`src/rtl/mmcm_pkg.sv`:
```
// Shared types and helpers for the MMCM clock-enable generator.
package mmcm_pkg;

  // Lock-wait FSM states.
  typedef enum logic {
    StWait = 1'b0,
    StRun  = 1'b1
  } state_e;

  // Width of a counter that can hold 0..lock_cycles inclusive.
  function automatic int unsigned lock_cnt_width(input int unsigned lock_cycles);
    return $clog2(lock_cycles + 1);
  endfunction

endpackage

```
`src/rtl/cegen_acc.sv`:
```
// Single-channel phase accumulator producing a carry enable and a half-phase strobe.
module cegen_acc
  import mmcm_pkg::*;
#(
  parameter int unsigned W   = 16,
  parameter logic [W-1:0] INC = '0
) (
  input  logic clk_i,
  input  logic rst_ni,
  input  logic clr_i,
  input  logic halt_i,
  output logic ce_o,
  output logic ceh_o
);

  // Increments of half a turn or more would otherwise strobe on every carry-free step.
  localparam logic HalfOk = ~INC[W-1];

  logic [W-1:0] acc_q, acc_d;
  logic         ce_q, ce_d;
  logic         ceh_q, ceh_d;
  logic [W:0]   sum;

  // Next accumulator value and strobes; clear beats halt, halt beats the update.
  always_comb begin
    sum   = {1'b0, acc_q} + {1'b0, INC};
    acc_d = acc_q;
    ce_d  = 1'b0;
    ceh_d = 1'b0;
    if (clr_i) begin
      acc_d = '0;
    end else if (!halt_i) begin
      acc_d = sum[W-1:0];
      ce_d  = sum[W];
      ceh_d = HalfOk & ~acc_q[W-1] & sum[W-1] & ~sum[W];
    end
  end

  // Accumulator and registered strobes.
  always_ff @(posedge clk_i or negedge rst_ni) begin
    if (!rst_ni) begin
      acc_q <= '0;
      ce_q  <= 1'b0;
      ceh_q <= 1'b0;
    end else begin
      acc_q <= acc_d;
      ce_q  <= ce_d;
      ceh_q <= ceh_d;
    end
  end

  assign ce_o  = ce_q;
  assign ceh_o = ceh_q;

endmodule

```
`src/rtl/mmcm_cegen.sv`:
```
// Fractional-rate clock-enable generator gated by a debounced MMCM lock.
module mmcm_cegen
  import mmcm_pkg::*;
#(
  parameter int unsigned     N           = 2,
  parameter int unsigned     W           = 16,
  parameter logic [N*W-1:0]  INC         = {16'h4000, 16'h8000},
  parameter int unsigned     LOCK_CYCLES = 16
) (
  input  logic         ci_i,
  input  logic         reset_ni,
  input  logic         locked_i,
  input  logic         sync_i,
  input  logic [N-1:0] halt_i,
  output logic [N-1:0] ce_o,
  output logic [N-1:0] ceh_o,
  output logic         ready_o
);

  localparam int unsigned   CntW    = lock_cnt_width(LOCK_CYCLES);
  localparam logic [CntW-1:0] CntLast = CntW'(LOCK_CYCLES - 1);
  localparam logic [CntW-1:0] CntMax  = CntW'(LOCK_CYCLES);

  state_e          state_q, state_d;
  logic [CntW-1:0] cnt_q, cnt_d;
  logic            go;
  logic            acc_clr;

  // Lock-wait FSM: count consecutive locked cycles, drop back on any loss of lock.
  always_comb begin
    state_d = state_q;
    cnt_d   = cnt_q;
    go      = 1'b0;
    unique case (state_q)
      StWait: begin
        if (locked_i) begin
          if (cnt_q == CntLast) begin
            state_d = StRun;
            go      = 1'b1;
          end
          if (cnt_q != CntMax) begin
            cnt_d = cnt_q + CntW'(1);
          end
        end else begin
          cnt_d = '0;
        end
      end
      StRun: begin
        if (!locked_i) begin
          state_d = StWait;
          cnt_d   = '0;
        end
      end
      default: begin
        state_d = StWait;
        cnt_d   = '0;
      end
    endcase
  end

  // State and lock counter registers.
  always_ff @(posedge ci_i or negedge reset_ni) begin
    if (!reset_ni) begin
      state_q <= StWait;
      cnt_q   <= '0;
    end else begin
      state_q <= state_d;
      cnt_q   <= cnt_d;
    end
  end

  // The entry edge into RUN already performs the first accumulator update, so that
  // the first carry lands on RUN cycle ceil(2^W/INC).
  assign acc_clr = ~locked_i | sync_i | ((state_q == StWait) & ~go);
  assign ready_o = (state_q == StRun);

  for (genvar i = 0; i < N; i++) begin : g_ch
    cegen_acc #(
      .W  (W),
      .INC(INC[i*W +: W])
    ) u_acc (
      .clk_i (ci_i),
      .rst_ni(reset_ni),
      .clr_i (acc_clr),
      .halt_i(halt_i[i]),
      .ce_o  (ce_o[i]),
      .ceh_o (ceh_o[i])
    );
  end

endmodule

```
`config.mk`:
```
export PLATFORM = sky130hd
export DESIGN_NAME = mmcm_cegen
export DESIGN_NICKNAME = d
export VERILOG_FILES = /design/src/rtl/mmcm_pkg.sv /design/src/rtl/cegen_acc.sv /design/src/rtl/mmcm_cegen.sv
export SDC_FILE = /design/constraint.sdc
export NUM_CORES = 1
export LEC_CHECK = 0
export ABC_AREA = 1
export BUFFER_PORTS_ARGS = -buffer_cell sky130_fd_sc_hd__buf_2
export CAP_MARGIN = 30
export CORE_ASPECT_RATIO = 0.6
export CORE_UTILIZATION = 30
export DETAILED_ROUTE_END_ITERATION = 8
export SETUP_SLACK_MARGIN = 0.5
export SLEW_MARGIN = 20
export SYNTH_ARGS = -nofsm -noshare
export SYNTH_HDL_FRONTEND = slang
export SYNTH_HIERARCHICAL = 1
export SYNTH_SLANG_ARGS = --single-unit
```
`constraint.sdc`:
```
create_clock -name ci_i -period 1.4 [get_ports ci_i]
set_input_delay 0.14 -clock ci_i [delete_from_list [all_inputs] [get_ports ci_i]]
set_output_delay 0.14 -clock ci_i [all_outputs]
set_load 0.01 [all_outputs]
```
=== Word-level counts from Yosys, hierarchy flattened ===
Index checks and enable logic that the tools add are counted.

* Shifts and indexed selects: 0
* $add $sub $neg: 3
* Reduce and logical (&&, ||, !) cells: 1
* Multiply operators: 0
* Bitwise logic cells: 10
* Divide/modulo/power cells: 0
* $lt $le $gt $ge: 0
* Muxes and demuxes: 19
* Eq/ne operators: 6

{| class="wikitable"
|+ Operators by type and width
! cell !! number
|-
| $mux 16 || 4
|-
| $add 16x15->17 const B || 1
|-
| $add 16x16->17 const B || 1
|-
| $mux 5 || 3
|-
| $mux 1 || 10
|-
| $pmux 5 s2 || 1
|-
| $add 5x1->5 const B || 1
|-
| $eq 5x4->1 const B || 1
|-
| $ne 5x5->1 const B || 1
|-
| $not 1->1 || 5
|-
| $ne 2x1->1 const B || 2
|-
| $and 1x1->1 || 3
|-
| $ne 3x3->1 const B || 1
|-
| $ne 2x2->1 const B || 1
|-
| $or 1x1->1 || 2
|-
| $pmux 1 s2 || 1
|-
| $reduce_and 2->1 || 1
|}

* Input port bits: 6
* Bits in registers: 41
* Logic and storage cells: 46
* Memory bits (writable): 0
* Bits in latches: 0
* Memories: 0
* Bits in read-only memories: 0
* Output and inout port bits: 5

=== Depth between registers and ports, before layout ===
* Depth in word-level cells: 8
* Mapped depth: 10
* Depth with buffers taken out: 10

=== Hierarchy ===
Netlist, hierarchy kept.

{| class="wikitable"
|+ By module, submodules not included
! module !! times used !! cells each !! area an instance (µm²) !! seq. area each (µm²)
|-
| mmcm_cegen || 1 || 56 || 389.1 || 150.1
|-
| cegen_acc (g_ch[1].u_acc) || 1 || 22 || 190.2 || 100.1
|-
| cegen_acc (g_ch[0].u_acc) || 1 || 11 || 101.3 || 50.0
|}

=== Worst setup path after synthesis ===
Ideal clock, no wire load.

* Kind: flip-flop to flip-flop
* From: register cnt_q[0]
* To: register g_ch[0].u_acc.acc_q[15]
* Period minus slack after synthesis: 1.463 ns
* Stages on the path, launching flop included: 11
* Arrival time: 1.346 ns
* Slack: -0.063 ns
* Path buffers: 0
* Data required time: 1.283 ns
* Cell sequence: dfrtp_1 ha_1 nand2_1 nor2_1 ha_1 nor2_1 nor2_1 nand2_1 inv_1 nand3_1 nand2_1

* Longest elaborated chain between the ends: 8

{| class="wikitable"
|+ Ends and longest elaborated chain
! item !! RTL line !! RTL
|-
| start, declared || mmcm_cegen.sv:25 || <nowiki>logic [CntW-1:0] cnt_q, cnt_d;</nowiki>
|-
| start signal, assigned || mmcm_cegen.sv:68 || <nowiki>cnt_q <= cnt_d;</nowiki>
|-
| $eq 5x4->1 (*) || mmcm_cegen.sv:37 || <nowiki>if (cnt_q == CntLast) begin</nowiki>
|-
| $mux 1 (*) || mmcm_cegen.sv:37 ||
|-
| $mux 1 (*) || mmcm_cegen.sv:36 || <nowiki>if (locked_i) begin</nowiki>
|-
| $mux 1 (*) || mmcm_cegen.sv:34 || <nowiki>unique case (state_q)</nowiki>
|-
| $not 1->1 (*) || mmcm_cegen.sv:74 || <nowiki>assign acc_clr = ~locked_i | sync_i | ((state_q == StWait) & ~go);</nowiki>
|-
| $and 1x1->1 (*) || mmcm_cegen.sv:74 ||
|-
| $or 1x1->1 (*) || mmcm_cegen.sv:74 ||
|-
| via acc_clr || mmcm_cegen.sv:27 || <nowiki>logic acc_clr;</nowiki>
|-
| $ne 2x1->1 (no source line) / $mux 16 (equally long branches) || n/a ||
|-
| end signal, assigned || cegen_acc.sv:42 || <nowiki>acc_q <= '0;</nowiki>
|-
| end signal, assigned || cegen_acc.sv:46 || <nowiki>acc_q <= acc_d;</nowiki>
|-
| end, declared || cegen_acc.sv:19 || <nowiki>logic [W-1:0] acc_q, acc_d;</nowiki>
|}

Mark *: on every way through the listed nets, which the timed path passes. The rest lies on a longest branch.
A chain may end at the register's enable or synchronous reset.

=== Worst setup path after layout ===
* From: register cnt_q[1]
* To: register g_ch[1].u_acc.acc_q[15]

* Longest elaborated chain between the ends: 8

{| class="wikitable"
|+ Ends and longest elaborated chain
! item !! RTL line
|-
| $eq 5x4->1 (*) || mmcm_cegen.sv:37
|-
| $mux 1 (*) || mmcm_cegen.sv:37
|-
| $mux 1 (*) || mmcm_cegen.sv:36
|-
| $mux 1 (*) || mmcm_cegen.sv:34
|-
| $not 1->1 (*) || mmcm_cegen.sv:74
|-
| $and 1x1->1 (*) || mmcm_cegen.sv:74
|-
| $or 1x1->1 (*) || mmcm_cegen.sv:74
|-
| via acc_clr || mmcm_cegen.sv:27
|-
| $ne 2x1->1 (no source line) / $mux 16 (equally long branches) || n/a
|-
| end signal, assigned || cegen_acc.sv:42
|-
| end signal, assigned || cegen_acc.sv:46
|-
| end, declared || cegen_acc.sv:19
|}

Marks and branches as above.

==> impl_metrics.yaml <==
setup_path:
  crit_type: "reg2reg"
  cp_common_cell: "nor2_2"
  arrival_ps: 1650
  critPathRequiredTime_ps: 1580
  cp_slowest_cell: "dfrtp_1"
  critPathLaunchType: "register"
  critical_path_buf_inv_count: 0
  crit_cells: 10
  reg2regPathDepth: 10
  cp-endpoint: "g_ch[1].u_acc/acc_q[15]"
  slowest_delay_ps: 350
  worstPathMaxFanout: 6
  r2r-start: "cnt_q[1]"
  r2r_slack_ps: -70
  crit_start: "cnt_q[1]"
  r2r-end: "g_ch[1].u_acc/acc_q[15]"
  worst_setup_path_end_kind: "register"
  cp_cell_sequence: "ha_2, nand2_2, nor2_2, ha_2, nor2_2, nor2_2, nand2_4, nor2_4, nand2_1, nand2_1"
  cp_top_family: "simple AND/OR/NAND/NOR gates"
yosys:
  seq_area_frac_synth: 0.441
  post-synth-top-area-fraction: 0.441
  synth-seq-cells: 12
  synth.area.top_cells: "dfrtp_1, nand2_1, inv_1"
  synth_top_area_cell: "dfrtp_1"
  synth-edff-count: 0
  ys_types: 15
  synth_nets: 100
  syn-instance-count: 89
  yosysMostFrequentCell: "nand2_1"
  synth_area_um2: 681
  ys.flop_type: "dfrtp_1"
  yosys_warnings: 6
  synth_common_cells: "nand2_1, inv_1, dfrtp_1"
  avgSynthCellArea_um2: 7.65
  async_flop_share: 1.00
floorplan:
  core.rowCount: 12
  io_pins: 11
  die_w_um: 63.5
  die_area_um2: 2470
  die_y_um: 38.9
  initial_core_util: 0.343
  core_area_um2: 1980
power_and_ir_drop:
  p_per_area_nw_per_um2: 797
  p_leak_uw: 0.000523
  ir_drop_uv: 268
timing:
  fin_crit_sh: 1.05
  setup_viol: 9
  skew_ps: 1.27
  setup_tns_ps: -343
  period_minus_slack_ps: 1470
  max_freq_mhz: 680
  hold_viol_final: 0
  finalMaxSlewViolations: 0
  hold_ws_ps: 94.7
  fin_ws_ps: -70.1
  rsz0062_at_grt: "true"
outcome:
  violations: "setup timing"
  status: "finished, violations left"
cts:
  clock-sinks: 12
  worstSkewPairLatency_ps: 240
  cts_tree: "built"
  htreeDepth: 1
  clkSlewWorstSetupHoldPaths_ps: 50
  cts_inserted_buffers: 3
  clk_path_buf_depth: 2
  clock-root-buffer: "clkbuf_8"
finish:
  drive_gt1_frac: 0.455
  antenna_cells: 0
  final_nets: 123
  final-instance-count-excl-fill: 138
  n_fill_cell: 203
  syn2layout_area_growth_pct: 42.8
placement:
  gp_congestion: 0.808
  dp.cells: 129
  place_ws_ps: -79.9
  hpwl_mm: 1.10
  port_buffers: 9
global_route:
  grt.total_usage: 0.142
  grt_max_degree: 13
  grt_pass1_vias: 535
  grt_pass1_wl_mm: 2.35
  antenna_found_initial: 0
  grt_overflow: 0
min_path:
  hold_path.class: "in2reg"
drt:
  first_iter_violations: 21
  first_pass_iters: 3
  ant_nets: 0
  vias: 593
  drc: 0
  wl_mm: 1.52
  wl_per_cell_um: 11.0
  vias_per_cell: 4.30
run:
  max-cap-violations: 0
[per-layer routing]
layer	global-route usage	up-vias	routed length, um
li1	-	308	-
met3	0.0706	5	66
met1	0.174	272	709
met2	0.207	8	722
met5	0	-	0
met4	0.0682	0	23
[state kept, by name, indices dropped and copies added (netlist names)]
signal / flops
cnt_q: 5
g_ch.u_acc/acc_q: 3
g_ch.u_acc/ce_o: 2
g_ch.u_acc/ceh_o: 1
ready_o: 1
[final cells by class]
type	instances	area (um^2)	area share
repair buffers	19	136	0.140
clock buffers	3	41.3	0.0425
flip-flops and latches	12	302	0.310
multi-input cells	58	388	0.399
inverters	18	70.1	0.0721
well taps	28	35.0	0.0360
[layout by cell type (no fill, tap or decap), drive strengths merged, types with 3 or more instances in the layout]
cell,count
clkbuf,3
nor2,11
nand2,27
dfrtp,12
nand3,11
buf,18
ha,5
inv,18
[kinds of logic after synthesis]
group,count (synthesis),share of synthesized area
fa+ha+maj,5,0.0919
buf+inv,19,0.110
flops,12,0.441
other cells,1,0.00551
simple gates,52,0.351
[report_power, final]
part	internal, uW	leakage (uW)	switching, uW	total (uW)
Clock	190	0.0000216	126	316
Combinational	44.9	0.000338	54.9	99.8
Sequential	355	0.000163	4.50	359
[per-stage QoR]
stage          instance area (um^2)  utilization  power (uW)
3_5_place_dp                    791        0.399         434
2_1_floorplan                   688            -         400
4_1_cts                         870        0.439         770
6_report                        972        0.491         775
3_3_place_gp                    791        0.399         433
5_1_grt                         972        0.491         817
[how the worst min path moves through the flow]
stage                    from  depth (start not counted)                 endpoint
detailed placement   reset_ni                          1  g_ch[0].u_acc/acc_q[15]
global route        halt_i[0]                          2       g_ch[0].u_acc/ce_o
finish              halt_i[0]                          2       g_ch[0].u_acc/ce_o
global placement     reset_ni                          1                 cnt_q[2]
floorplan            reset_ni                          0                 cnt_q[0]
CTS                 halt_i[0]                          2       g_ch[0].u_acc/ce_o
[repair_timing]
action,CTS,global route
endpoints found under the hold margin,12,0
pin swaps,6,11
hold buffers,1,0
endpoints found under the setup margin,13,13
setup buffers,1,4
resized for setup,6,22
Power figures use the tool's default switching activity.
